[src/rtl/nn_mem_pkg.sv]
// Shared constants and FSM encoding for the NN memory port arbiter.
// Latency: none (declarations only).
// Backpressure: n/a.
package nn_mem_pkg;

   localparam int WORDSIZE_DEF = 8;
   localparam int ADDRSIZE_DEF = 4;

   typedef enum logic {
      ST_IDLE   = 1'b0,
      ST_LOCKED = 1'b1
   } arb_state_e;

endpackage

[src/rtl/rr_priority_picker.sv]
// Round-robin picker: first set bit of req_i, searching upward from start_i with wraparound.
// Latency: combinational.
// Backpressure: none. Bits set in excl_i are never picked.
module rr_priority_picker #(
   parameter int NREQ = 2
) (
   input  logic [NREQ-1:0]         req_i,
   input  logic [$clog2(NREQ)-1:0] start_i,
   input  logic [NREQ-1:0]         excl_i,
   output logic [NREQ-1:0]         win_onehot_o,
   output logic [$clog2(NREQ)-1:0] win_idx_o,
   output logic                    win_vld_o
);

   localparam int IW = $clog2(NREQ);

   // Walk the requesters from the start pointer and take the first eligible one.
   always_comb begin
      int idx;
      idx          = 0;
      win_onehot_o = '0;
      win_idx_o    = '0;
      win_vld_o    = 1'b0;
      for (int k = 0; k < NREQ; k++) begin
         idx = int'(start_i) + k;
         if (idx >= NREQ) idx = idx - NREQ;
         if (!win_vld_o && req_i[idx] && !excl_i[idx]) begin
            win_vld_o         = 1'b1;
            win_onehot_o[idx] = 1'b1;
            win_idx_o         = IW'(idx);
         end
      end
   end

endmodule

[src/rtl/memory_port_arbiter.sv]
// Shares one single-port memory among NREQ requesters: round-robin with bounded locked bursts.
// Latency: grant and memory drive are combinational; read data and rvalid follow one cycle later.
// Backpressure: a requester without gnt must hold its request; a locked owner yields after MAX_BURST if others wait.
module memory_port_arbiter
   import nn_mem_pkg::*;
#(
   parameter int WORDSIZE  = WORDSIZE_DEF,
   parameter int ADDRSIZE  = ADDRSIZE_DEF,
   parameter int NREQ      = 2,
   parameter int MAX_BURST = 4
) (
   input  logic                     clk,
   input  logic                     rst_n,
   input  logic [NREQ-1:0]          req,
   input  logic [NREQ-1:0]          lock,
   input  logic [NREQ-1:0]          we,
   input  logic [NREQ*ADDRSIZE-1:0] addr,
   input  logic [NREQ*WORDSIZE-1:0] wdata,
   output logic [NREQ-1:0]          gnt,
   output logic [NREQ-1:0]          rvalid,
   output logic [WORDSIZE-1:0]      rdata,
   output logic                     busy,
   output logic                     mem_we,
   output logic [ADDRSIZE-1:0]      mem_addr,
   output logic [WORDSIZE-1:0]      mem_wdata,
   input  logic [WORDSIZE-1:0]      mem_rdata
);

   localparam int IW = $clog2(NREQ);
   localparam int CW = $clog2(MAX_BURST + 1);

   arb_state_e          state_q, state_d;
   logic [IW-1:0]       owner_q, owner_d;
   logic [IW-1:0]       rr_ptr_q, rr_ptr_d;
   logic [CW-1:0]       cnt_q, cnt_d;
   logic [NREQ-1:0]     rvalid_q, rvalid_d;
   logic [WORDSIZE-1:0] rdata_q, rdata_d;
   logic [ADDRSIZE-1:0] last_addr_q, last_addr_d;
   logic [WORDSIZE-1:0] last_wdata_q, last_wdata_d;

   logic [NREQ-1:0]     owner_oh, excl, pick_oh;
   logic [IW-1:0]       pick_idx, win;
   logic                pick_vld, locked, cnt_full, other_req, keep, gnt_vld;

   // Decide whether the current burst owner keeps the port or must yield to a waiting requester.
   always_comb begin
      owner_oh           = '0;
      owner_oh[owner_q]  = 1'b1;
      locked             = (state_q == ST_LOCKED);
      cnt_full           = (cnt_q == CW'(MAX_BURST));
      other_req          = |(req & ~owner_oh);
      keep               = locked && req[owner_q] && (!cnt_full || !other_req);
      excl               = (locked && req[owner_q] && cnt_full && other_req) ? owner_oh : '0;
   end

   rr_priority_picker #(.NREQ(NREQ)) u_picker (
      .req_i        (req),
      .start_i      (rr_ptr_q),
      .excl_i       (excl),
      .win_onehot_o (pick_oh),
      .win_idx_o    (pick_idx),
      .win_vld_o    (pick_vld)
   );

   // Grant, memory drive and next-state; nothing is granted or written while reset is asserted.
   always_comb begin
      gnt_vld      = rst_n && (keep || pick_vld);
      win          = keep ? owner_q : pick_idx;
      gnt          = '0;
      mem_we       = 1'b0;
      mem_addr     = last_addr_q;
      mem_wdata    = last_wdata_q;
      state_d      = state_q;
      owner_d      = owner_q;
      rr_ptr_d     = rr_ptr_q;
      cnt_d        = cnt_q;
      rvalid_d     = '0;
      rdata_d      = rdata_q;
      last_addr_d  = last_addr_q;
      last_wdata_d = last_wdata_q;
      if (gnt_vld) begin
         gnt          = keep ? owner_oh : pick_oh;
         mem_we       = we[win];
         mem_addr     = addr[int'(win)*ADDRSIZE +: ADDRSIZE];
         mem_wdata    = wdata[int'(win)*WORDSIZE +: WORDSIZE];
         last_addr_d  = mem_addr;
         last_wdata_d = mem_wdata;
         rr_ptr_d     = (win == IW'(NREQ-1)) ? '0 : win + IW'(1);
         if (!we[win]) begin
            rvalid_d = gnt;
            rdata_d  = mem_rdata;
         end
         if (lock[win]) begin
            state_d = ST_LOCKED;
            owner_d = win;
            cnt_d   = (locked && owner_q == win && !cnt_full) ? cnt_q + CW'(1) : CW'(1);
         end else begin
            state_d = ST_IDLE;
            cnt_d   = '0;
         end
      end else begin
         // No grant means the owner (if any) has dropped its request.
         state_d = ST_IDLE;
         cnt_d   = '0;
      end
   end

   // State register with asynchronous clear.
   always_ff @(posedge clk or negedge rst_n) begin
      if (!rst_n) begin
         state_q      <= ST_IDLE;
         owner_q      <= '0;
         rr_ptr_q     <= '0;
         cnt_q        <= '0;
         rvalid_q     <= '0;
         rdata_q      <= '0;
         last_addr_q  <= '0;
         last_wdata_q <= '0;
      end else begin
         state_q      <= state_d;
         owner_q      <= owner_d;
         rr_ptr_q     <= rr_ptr_d;
         cnt_q        <= cnt_d;
         rvalid_q     <= rvalid_d;
         rdata_q      <= rdata_d;
         last_addr_q  <= last_addr_d;
         last_wdata_q <= last_wdata_d;
      end
   end

   assign rvalid = rvalid_q;
   assign rdata  = rdata_q;
   assign busy   = (state_q == ST_LOCKED);

endmodule

[config.mk]
export PLATFORM = sky130hd
export DESIGN_NAME = memory_port_arbiter
export DESIGN_NICKNAME = d
export VERILOG_FILES = /design/src/rtl/nn_mem_pkg.sv /design/src/rtl/rr_priority_picker.sv /design/src/rtl/memory_port_arbiter.sv
export SDC_FILE = /design/constraint.sdc
export NUM_CORES = 1
export LEC_CHECK = 0
export CELL_PAD_IN_SITES_DETAIL_PLACEMENT = 2
export CELL_PAD_IN_SITES_GLOBAL_PLACEMENT = 2
export CORE_UTILIZATION = 36
export DETAILED_ROUTE_END_ITERATION = 8
export DONT_BUFFER_PORTS = 1
export PLACE_DENSITY_LB_ADDON = 0.1
export SYNTH_ARGS = -nofsm -noshare
export SYNTH_HDL_FRONTEND = slang
export SYNTH_SLANG_ARGS = --single-unit
[constraint.sdc]
create_clock -name clk -period 3.3 [get_ports clk]
set_clock_uncertainty 0.2 [all_clocks]
set_input_delay 0.495 -clock clk [delete_from_list [all_inputs] [get_ports clk]]
set_output_delay 0.495 -clock clk [all_outputs]
set_load 0.005 [all_outputs]
==> metrics <==
die width=between 60 and 70 um; Max Clk Rate=0.3380 GHz; count leader, synth=dfrtp_1; Slew @ Worst Pin=0.8617 ns; first-pass GRT wire length=4754 um; Hold Violations, Final=0; outcome=complete, no violations; largest net degree at the start of global routing=29; PortBufs=0; crit path kind=reg -> out; Post-Route WL=~3200 um; critical path data required time=approximately 2.6 ns; worst ir drop on vdd=about 0.00027 V; Placer Congestion=0.6684; prevailing post-synth register cell=dfrtp_1; largest cells by area after synthesis=dfrtp_1, a221o_1, mux2_2; H-tree levels=1; layout cells sized above 1=19.82%; Synth Instances=104; relative slew slack=about two fifths; cell family with most CP delay=compound AO/OA/AOI/OAI gates; ys async rst share=100.0%; Post CTS Setup Buffer Count=0; WL/cell=20.15 um; Final Core Density=42.86%; clock-pin slew on the worst setup and hold paths=0.15 ns; Die Span Y=61.66 um; Critical Path Max Stage Delay=0.40 ns; Synthesized Nets=~150; Crit-path slowest cell=dfrtp_1; fin nets=roughly 150; Syn Std Cell Area=0.001281 mm2; Hold WS=around 0.11 ns; data arrival time of the critical path=2.26 ns; root buf cell=clkbuf_4; Final Critical Period=about 3.0 ns; Yosys top cell by area=dfrtp_1; area grow syn2layout=12.50%; Max Root-Sink Buffers=2; Initial DRC Count=13; crit start category=flip-flop; Yosys reg bits=28; WP buf/inv=1; HPWL after detailed placement=2244 um; class of the worst hold path=in -> reg; Power Density=around 560 mW/mm2; vias in the first global route=997; Core Area=0.003363 mm2; clock sink count=28; peak fanout along the critical path=14; vias per std cell=5.745; Synth Area per Inst=12.32 um2; 1st-pass router iterations=4; initial antenna violation count=0; GR Util All Layers=17.65%; RSZ-0062 raised after global routing=false; die area=0.003801 mm2; post-synth top area share=a little over half; CP cell instances=inv_1, ha_1, and3b_2, o311a_4, and2_4, a221o_1; Congestion Overflow GR=0; Slew Limit Fails=0; Leakage Power=around 0.00066 uW; EDFF count, synth=0; CTS tree=yes; number of I/O pins=66; synth unique cells=26; Crit. End Element=output port; final setup fails=0; clk_lat worst skew=0.32 ns; Layout fillers=371; Final ANT Viol Nets=0; Ys Warns=0; sequential area share after synthesis=54.69%; Vias=902; initial core utilization=38.10%; Max-Cap Viols=0; Design Power=803.4 uW; Final period util=about nine tenths; top cells by count, synth=dfrtp_1, a221o_1, and3_1; setup TNS=0 ns; total CTS buffers=3; antenna diode count=0; row cnt=21; # DRC=0
logic make-up after synthesis:
family / count (synthesis) / synth area share [%]
and+or+nand+nor: 33 / 13.97
DFF: 28 / 54.69
AOI/OAI and AO/OA: 22 / 16.11
muxes: 10 / 9.668
buffers and inverters: 8 / 2.929
adders and majority gates: 2 / 1.953
xor gates and xnor gates: 1 / 0.6837
path summary, 6_finish.rpt:
check | start | end | slack (ns) | cells past startpoint
setup / recovery | cnt_q[0]$_DFF_PN0_ | mem_wdata[2] | 0.34 | 6
hold / removal | mem_rdata[5] | rdata[5]$_DFFE_PN0P_ | 0.11 | 1
setup reg to reg | cnt_q[0]$_DFF_PN0_ | rdata[6]$_DFFE_PN0P_ | 0.90 | 6
hold reg to reg | cnt_q[0]$_DFF_PN0_ | cnt_q[0]$_DFF_PN0_ | 0.30 | 1
max in group asynchronous | rst_n | rdata[1]$_DFFE_PN0P_ | 2.35 | 2
min in group asynchronous | rst_n | last_wdata_q[0]$_DFF_PN0_ | 0.40 | 2
cells in the final DEF (no fill, tap or decap), drive strengths merged:
master,n
a2111oi,1
a21boi,1
a21oi,2
a221o,12
and2,1
and3,12
and3b,1
buf,4
bufinv,1
clkbuf,3
dfrtp,28
dlygate4sd3,3
ha,2
inv,4
mux2,9
mux2i,1
nand2,7
nor2,7
nor2b,1
nor3,2
nor3b,1
o21a,1
o21ai,3
o311a,1
o311ai,1
or3b,1
xor2,1
power breakdown:
| group | leakage (uW) | switching [uW] | internal (uW) |
|---|---|---|---|
| Sequential | 0.000344 | 34.2 | 400 |
| Clock | 0.0000279 | 99.3 | 123 |
| Combinational | 0.000286 | 74.4 | 72.6 |
worst register-to-register path, cell delays in order (launching register included):
cell and delay, ns:
dfrtp_1 0.40, inv_1 0.05, ha_1 0.22, a21boi_0 0.37, o311a_4 0.27, mux2i_4 0.39, mux2_2 0.39
per-stage QoR:
| stage | cell area, um2 | worst slack (ns) | cells |
|---|---|---|---|
| after global routing | 1441 | 0.2353 | 157 |
| final | 1441 | 0.3416 | 157 |
| after CTS | 1441 | 0.3196 | 157 |
| after floorplan | 1281 | 0.7570 | 104 |
| after global placement | 1339 | 0.7534 | 149 |
| after detailed placement | 1339 | 0.7117 | 149 |
flip-flops by register name, indices dropped and copies added (netlist names):
name          flops
owner_q           1
rdata             8
cnt_q             3
rr_ptr_q          1
busy              1
last_wdata_q      8
last_addr_q       4
rvalid            2
routing by layer:
metal	global-route usage, %	vias up	part of all wire (%)
li1	-	400	-
met1	20.03	459	40
met2	30.72	41	49
met3	8.403	2	9.9
met4	2.857	0	0.60
met5	0	-	0
timing repair:
action	in CTS	in global routing
resized for setup	0	0
hold buffers	4	0
endpoints found under the hold margin	30	0
area by class of cell:
class                   count  area [um2]  share of cell area (%)
clock inverters             1       30.03                   2.083
repair buffers              7       72.57                   5.035
multi-input cells          68       543.0                   37.67
inverters                   4       15.01                   1.042
clock buffers               3       22.52                   1.563
well taps                  46       57.56                   3.993
flip-flops and latches     28       700.7                   48.61
(Power assumes the default switching activity.)
